===== src/rtl/uart_tx_pkg.sv =====
// Shared definitions for the UART transmit controller: FSM encoding,
// parity type constants and the default frame data width.
package uart_tx_pkg;

  localparam int unsigned DEFAULT_DATA_WIDTH = 8;

  localparam logic PAR_EVEN = 1'b0;
  localparam logic PAR_ODD  = 1'b1;

  typedef enum logic [2:0] {
    IDLE   = 3'd0,
    START  = 3'd1,
    DATA   = 3'd2,
    PARITY = 3'd3,
    STOP   = 3'd4
  } tx_state_e;

  // Bit counter width; a one-bit frame still needs a one-bit counter.
  function automatic int unsigned cnt_width(input int unsigned w);
    return (w > 1) ? $clog2(w) : 1;
  endfunction

endpackage


===== src/rtl/uart_tx_shift.sv =====
// Active-frame datapath: data shift register, bit counter and parity
// generator. bit_out is the bit the line should carry after the next edge.
module uart_tx_shift
  import uart_tx_pkg::*;
#(
  parameter int unsigned DATA_WIDTH = DEFAULT_DATA_WIDTH
) (
  input  logic                  clk,
  input  logic                  rst,
  input  logic                  load,
  input  logic                  shift,
  input  logic [DATA_WIDTH-1:0] data_in,
  output logic                  bit_out,
  output logic                  par_bit,
  output logic                  last_bit
);

  localparam int unsigned CNT_W    = cnt_width(DATA_WIDTH);
  localparam int unsigned LAST_IDX = DATA_WIDTH - 1;

  logic [DATA_WIDTH-1:0] sr_q;
  logic [DATA_WIDTH-1:0] sr_d;
  logic [CNT_W-1:0]      cnt_q;
  logic                  par_q;

  assign sr_d = sr_q >> 1;

  // Parity is taken once from the captured word so later shifting cannot disturb it.
  always_ff @(posedge clk) begin
    if (rst) begin
      sr_q  <= '0;
      cnt_q <= '0;
      par_q <= 1'b0;
    end else if (load) begin
      sr_q  <= data_in;
      cnt_q <= '0;
      par_q <= ^data_in;
    end else if (shift) begin
      sr_q  <= sr_d;
      cnt_q <= cnt_q + CNT_W'(1);
    end
  end

  assign bit_out  = shift ? sr_d[0] : sr_q[0];
  assign par_bit  = par_q;
  assign last_bit = (cnt_q == CNT_W'(LAST_IDX));

endmodule


===== src/rtl/uart_tx_ctrl.sv =====
// UART transmitter: one-entry pending buffer in front of the active frame,
// frame sequencing FSM and registered serial line driver.
module uart_tx_ctrl
  import uart_tx_pkg::*;
#(
  parameter int unsigned DATA_WIDTH = DEFAULT_DATA_WIDTH
) (
  input  logic                  CLK,
  input  logic                  RST,
  input  logic [DATA_WIDTH-1:0] P_DATA,
  input  logic                  DATA_VALID,
  input  logic                  PAR_EN,
  input  logic                  PAR_TYP,
  output logic                  DATA_READY,
  output logic                  TX_OUT,
  output logic                  Busy,
  output logic                  FRAME_DONE
);

  tx_state_e state_q;
  logic      tx_q;
  logic      busy_q;
  logic      done_q;
  logic      rdy_q;

  logic [DATA_WIDTH-1:0] pend_data_q;
  logic                  pend_par_en_q;
  logic                  pend_par_typ_q;
  logic                  fr_par_en_q;
  logic                  fr_par_typ_q;

  logic                  accept;
  logic                  in_frame;
  logic                  take_pend;
  logic                  to_pend;
  logic                  load;
  logic                  shift;
  logic [DATA_WIDTH-1:0] load_data_d;
  logic                  load_par_en_d;
  logic                  load_par_typ_d;
  logic                  bit_out;
  logic                  par_bit;
  logic                  last_bit;
  logic                  par_line;

  assign accept    = DATA_VALID & rdy_q;
  assign in_frame  = (state_q == START) | (state_q == DATA) | (state_q == PARITY);
  assign take_pend = (state_q == STOP) & ~rdy_q;
  assign to_pend   = accept & in_frame;
  assign load      = take_pend | (accept & ((state_q == IDLE) | (state_q == STOP)));
  assign shift     = (state_q == DATA) & ~last_bit;

  // A buffered word always wins the shift register over the input port.
  assign load_data_d    = take_pend ? pend_data_q    : P_DATA;
  assign load_par_en_d  = take_pend ? pend_par_en_q  : PAR_EN;
  assign load_par_typ_d = take_pend ? pend_par_typ_q : PAR_TYP;

  assign par_line = (fr_par_typ_q == PAR_EVEN) ? par_bit : ~par_bit;

  uart_tx_shift #(
    .DATA_WIDTH(DATA_WIDTH)
  ) u_shift (
    .clk      (CLK),
    .rst      (RST),
    .load     (load),
    .shift    (shift),
    .data_in  (load_data_d),
    .bit_out  (bit_out),
    .par_bit  (par_bit),
    .last_bit (last_bit)
  );

  // Pending buffer and the parity settings of the frame on the line.
  always_ff @(posedge CLK) begin
    if (RST) begin
      rdy_q          <= 1'b1;
      pend_data_q    <= '0;
      pend_par_en_q  <= 1'b0;
      pend_par_typ_q <= 1'b0;
      fr_par_en_q    <= 1'b0;
      fr_par_typ_q   <= 1'b0;
    end else begin
      if (take_pend) begin
        rdy_q <= 1'b1;
      end else if (to_pend) begin
        rdy_q          <= 1'b0;
        pend_data_q    <= P_DATA;
        pend_par_en_q  <= PAR_EN;
        pend_par_typ_q <= PAR_TYP;
      end
      if (load) begin
        fr_par_en_q  <= load_par_en_d;
        fr_par_typ_q <= load_par_typ_d;
      end
    end
  end

  // Outputs are registered alongside the state they belong to.
  always_ff @(posedge CLK) begin
    if (RST) begin
      state_q <= IDLE;
      tx_q    <= 1'b1;
      busy_q  <= 1'b0;
      done_q  <= 1'b0;
    end else begin
      done_q <= 1'b0;
      case (state_q)
        IDLE: begin
          if (load) begin
            state_q <= START;
            tx_q    <= 1'b0;
            busy_q  <= 1'b1;
          end
        end
        START: begin
          state_q <= DATA;
          tx_q    <= bit_out;
        end
        DATA: begin
          if (!last_bit) begin
            tx_q <= bit_out;
          end else if (fr_par_en_q) begin
            state_q <= PARITY;
            tx_q    <= par_line;
          end else begin
            state_q <= STOP;
            tx_q    <= 1'b1;
            done_q  <= 1'b1;
          end
        end
        PARITY: begin
          state_q <= STOP;
          tx_q    <= 1'b1;
          done_q  <= 1'b1;
        end
        STOP: begin
          if (load) begin
            state_q <= START;
            tx_q    <= 1'b0;
          end else begin
            state_q <= IDLE;
            tx_q    <= 1'b1;
            busy_q  <= 1'b0;
          end
        end
        default: begin
          state_q <= IDLE;
          tx_q    <= 1'b1;
          busy_q  <= 1'b0;
        end
      endcase
    end
  end

  assign DATA_READY = rdy_q;
  assign TX_OUT     = tx_q;
  assign Busy       = busy_q;
  assign FRAME_DONE = done_q;

endmodule


===== config.mk =====
export PLATFORM = sky130hd
export DESIGN_NAME = uart_tx_ctrl
export DESIGN_NICKNAME = d
export VERILOG_FILES = /design/src/rtl/uart_tx_pkg.sv /design/src/rtl/uart_tx_shift.sv /design/src/rtl/uart_tx_ctrl.sv
export SDC_FILE = /design/constraint.sdc
export NUM_CORES = 1
export LEC_CHECK = 0
export ABC_AREA = 1
export CORE_MARGIN = 8
export CORE_UTILIZATION = 49
export CTS_BUF_LIST = sky130_fd_sc_hd__clkbuf_8
export DETAILED_ROUTE_END_ITERATION = 8
export PLACE_DENSITY = 0.66
export SYNTH_ARGS = -nofsm -noshare
export SYNTH_HDL_FRONTEND = slang
export SYNTH_SLANG_ARGS = --single-unit

===== constraint.sdc =====
create_clock -name CLK -period 3.4 [get_ports CLK]
set_clock_uncertainty 0.1 [all_clocks]
set_input_delay 0.68 -clock CLK [delete_from_list [all_inputs] [get_ports CLK]]
set_output_delay 0.68 -clock CLK [all_outputs]
set_load 0.02 [all_outputs]

==> flow_results.org <==
** Outcome
- Status :: complete, no violations

** Synthesis
- Yosys attributes the largest share of cell area to dfxtp_1 36%, nand2_1 19%, o21ai_0 8.0%.
- The synthesized netlist devotes approximately 33% of its cell area to simple gates.
- Async SR Flop Fraction :: 0%
- Cell type contributing the most total cell area after synthesis :: dfxtp_1
- Number of enable flip-flop cells after synthesis :: 0
- Post-synthesis share of cell area spent on full adders, half adders and majority gates :: 1.43%
- The netlist uses 29 different library cells.
- Most used standard cells in the synthesized netlist :: 88 x nand2_1, 35 x inv_1, 31 x dfxtp_1
- When the netlist entered floorplanning its net count stood at 288.
- In the post-synthesis netlist, the cell with the most instances is nand2_1.
- Sequential share of the synthesized area :: 35.5%
- The synthesized netlist devotes 0.501% of its cell area to XOR and XNOR gates.
- For this run, the number of Yosys warnings is 0.
- In the synthesized netlist, mux cells make up 0% of the area.
- Each instance of the synthesized netlist takes up on average 6.40 µm².
- Post-synthesis instance area :: 1750 µm²
- For this run, the leading register cell type out of synthesis is dfxtp_1.
- After synthesis, the largest area contributor takes up between 30 and 40% of total cell area.
- Synthesis produced 273 cells.
- By area, the combinational part of the netlist is dominated by simple AND/OR/NAND/NOR gates.
- The synthesized netlist devotes between 15 and 20% of its cell area to compound gates.
- FF+latch count, synth :: 31

** Clock network
- CTS-repair resized insts :: 0
- # Post-CTS Setup Buffers :: 0
- Number of H-tree branching levels :: 2
- Buffers inserted to repair hold after CTS numbered 0.
- TritonCTS built the clock tree.
- Cts bufs inserted :: 5
- Clock network latency to the later pin of the worst-skew pair :: 0.28 ns
- The root buffer cell chosen for the clock tree is clkbuf_8.
- Clock Sink Count :: 31
- Clock-pin slew reported for the worst setup and hold paths after clock tree synthesis :: 0.07 ns
- Clock tree buffer depth :: 2

** Place
- Post-placement setup slack :: 0.925 ns
- Final RePlAce weighted congestion :: 0.809
- Dpl hpwl :: 2740 µm
- Buffers placed on the I/O ports in this run total 16.

** Route
- WL final :: 3900 µm
- The first TritonRoute pass finished after 4 iterations.
- Once detail routing completed, the nets flagged for antenna violations numbered 0.
- The routed design uses 1730 µm of met2 wire.
- Initial DRC count :: between 100 and 150
- Max Used Layer :: met4
- The detailed router put a total of 1920 µm of wire on met1.
- Per-cell via count in the routed design :: between 5 and 6
- Per-cell routed wire length :: 11.8 µm
- Sum of met3 wire segment lengths after detailed routing :: ~210 µm
- Drc violations :: 0
- Vias post-DR :: between 1500 and 2000

** Timing
- Highest attainable clock frequency :: 404 MHz
- Fin Hold WS :: 0.359 ns
- Setup violations remaining at the end of the flow were counted as 0.
- Of the available clock period, the critical path in the final layout requires 72.8%.
- At the pin with the least slew margin, the transition time is between 0.6 and 0.7 ns.
- Counting I/O delays and the setup requirement, the final critical path takes about 2.5 ns.
- Measured against its own limit, the worst slew margin works out to approximately 54%.
- Slew Viols, Final :: 0
- Number of hold violations in the final report :: 0
- Smallest setup slack after layout :: 0.924 ns
- For the final routed database, the setup TNS stands at 0 ns.
- Unrepaired setup endpoints after global routing :: false

** Critical path
- Sequence of cells on the critical path :: nor2_4, nand3_2, nand2_2, inv_2, a211oi_1, nand4_1
- Maximum cell stage delay along the critical path :: 0.51 ns
- Slowest-stage cell, CP :: nand3_2
- Setup slack on the worst flop-to-flop path :: 0.92 ns
- Largest driver fanout on the critical path :: 22
- Data required time of the worst path :: 3.43 ns
- The critical path is of the reg -> reg type.
- The worst setup path is captured at a flip-flop.
- Element type at the critical path start :: flip-flop
- Arrival time of the worst setup path :: 2.51 ns

** Pwr
- Power density over the cells :: 718 nW/µm²
- IR analysis of the VDD net gives a maximum drop of 385 µV.
- Summed over all cells, the static leakage comes to approximately 0.94 nW.

** Finish
- In the final design database the tool counted 300 nets.
- The number of antenna diodes in the final layout is 0.
- Share of layout cells above drive strength 1 :: roughly 6%
- Area Growth Syn to Fin :: 14.1%

** Global routing
- In the global route stage, overall resource usage came out at 15.4%.
- The total overflow left after global routing is 0.
- Largest net degree at the start of global routing :: 27
- Number of global-route vias before repair :: 1491
- The initial antenna violation count was 0.
- First-pass GRT wire length :: 6820 µm

** Die
- Measured along the x axis, the die boundary spans 75.7 µm.
- The die covers 5730 µm².
- From bottom edge to top edge, the die measures 75.7 µm.
- Core ar. :: around 3400 µm²
- I/O Pins :: 17
- Starting Density :: around half
- Cell Rows :: 21

** Flow run
- The tool flagged a number of max-cap violations equal to 0.

** Worst hold path
- The tightest min-delay check is of the reg -> reg type.
-- state kept, by name, summed over array words and instances, names as in the netlist, 3 cells and up --
signal and count:
pend_data_q 8, u_shift.sr_q 8, state_q 3, u_shift.cnt_q 3
-- worst max-delay path: cells and delay by family, from the launching register on --
kind                   cells  cell delay, ns
DFF                        1            0.35
AOI/OAI and AO/OA          1            0.27
and+or+nand+nor            4            1.47
buffers and inverters      1            0.15
-- worst paths after layout --
path                                                    end  depth (start not counted)                         from
worst min-delay path            pend_par_typ_q$_SDFFE_PP0P_                          2  pend_par_typ_q$_SDFFE_PP0P_
worst max register to register          TX_OUT$_SDFFE_PP1P_                          6      state_q[0]$_SDFFE_PP0P_
worst max-delay path                    TX_OUT$_SDFFE_PP1P_                          6      state_q[0]$_SDFFE_PP0P_
worst min register to register  pend_par_typ_q$_SDFFE_PP0P_                          2  pend_par_typ_q$_SDFFE_PP0P_
-- where the power goes --
| part | total, mW | leakage, nW | internal [mW] | switching, mW |
|---|---|---|---|---|
| clock network | 0.295 | 0.0470 | 0.159 | 0.137 |
| registers | 0.568 | 0.255 | 0.491 | 0.0770 |
| logic | 0.570 | 0.636 | 0.187 | 0.383 |
| total | 1.43 | 0.938 | 0.836 | 0.597 |
-- cells by family (layout without fill, tap and decap cells) --
kind of cell,count (synthesis),in the layout
AO/OA/AOI/OAI,59,59
XOR/XNOR,1,1
adder cells (fa/ha/maj),2,2
buffers and inverters,51,63
flip-flops,31,31
AND/OR/NAND/NOR,129,129
-- layer usage --
metal | global-route usage [%] | up-vias
met2 | 23.4 | 34
li1 | - | 913
met5 | 0 | -
met1 | 20.3 | 754
met3 | 3.95 | 5
met4 | 5.76 | 0
-- placed cells by master, fill, tap and decap left out --
master,n
nor2_1,10
nand3_1,5
dfxtp_1,31
o211ai_1,1
nor3_4,1
nand2_1,88
inv_2,4
nor2_2,1
nand3_2,1
inv_1,35
a311oi_1,1
clkinv_2,1
a211oi_1,1
a21oi_1,24
nor2_4,1
o22ai_1,1
or2_0,1
clkbuf_8,6
a221oi_1,1
ha_1,2
nor3_1,3
nand2_2,1
o21ai_0,28
xnor2_1,1
a31oi_1,1
o21ai_1,1
clkdlybuf4s50_1,16
nand4_1,17
buf_4,1
-- layout make-up --
class	instances	area, µm²
tap	46	57.6
multi-input combinational	191	915
clock inverter	1	5.00
sequential	31	621
timing repair buffer	17	168
clock buffer	6	82.6
inverter	39	146
fill	340	1400
-- per-stage QoR --
stage	util, %	power, mW	std cells	instance area (µm²)
final	58.8	1.43	331	1990
after floorplan	-	1.00	273	1750
after global routing	58.8	1.56	331	1990
after detailed placement	56.3	1.14	324	1910
after global placement	56.3	1.14	324	1910
after CTS	58.8	1.44	331	1990
No activity file was read; power rests on OpenSTA's default activity.
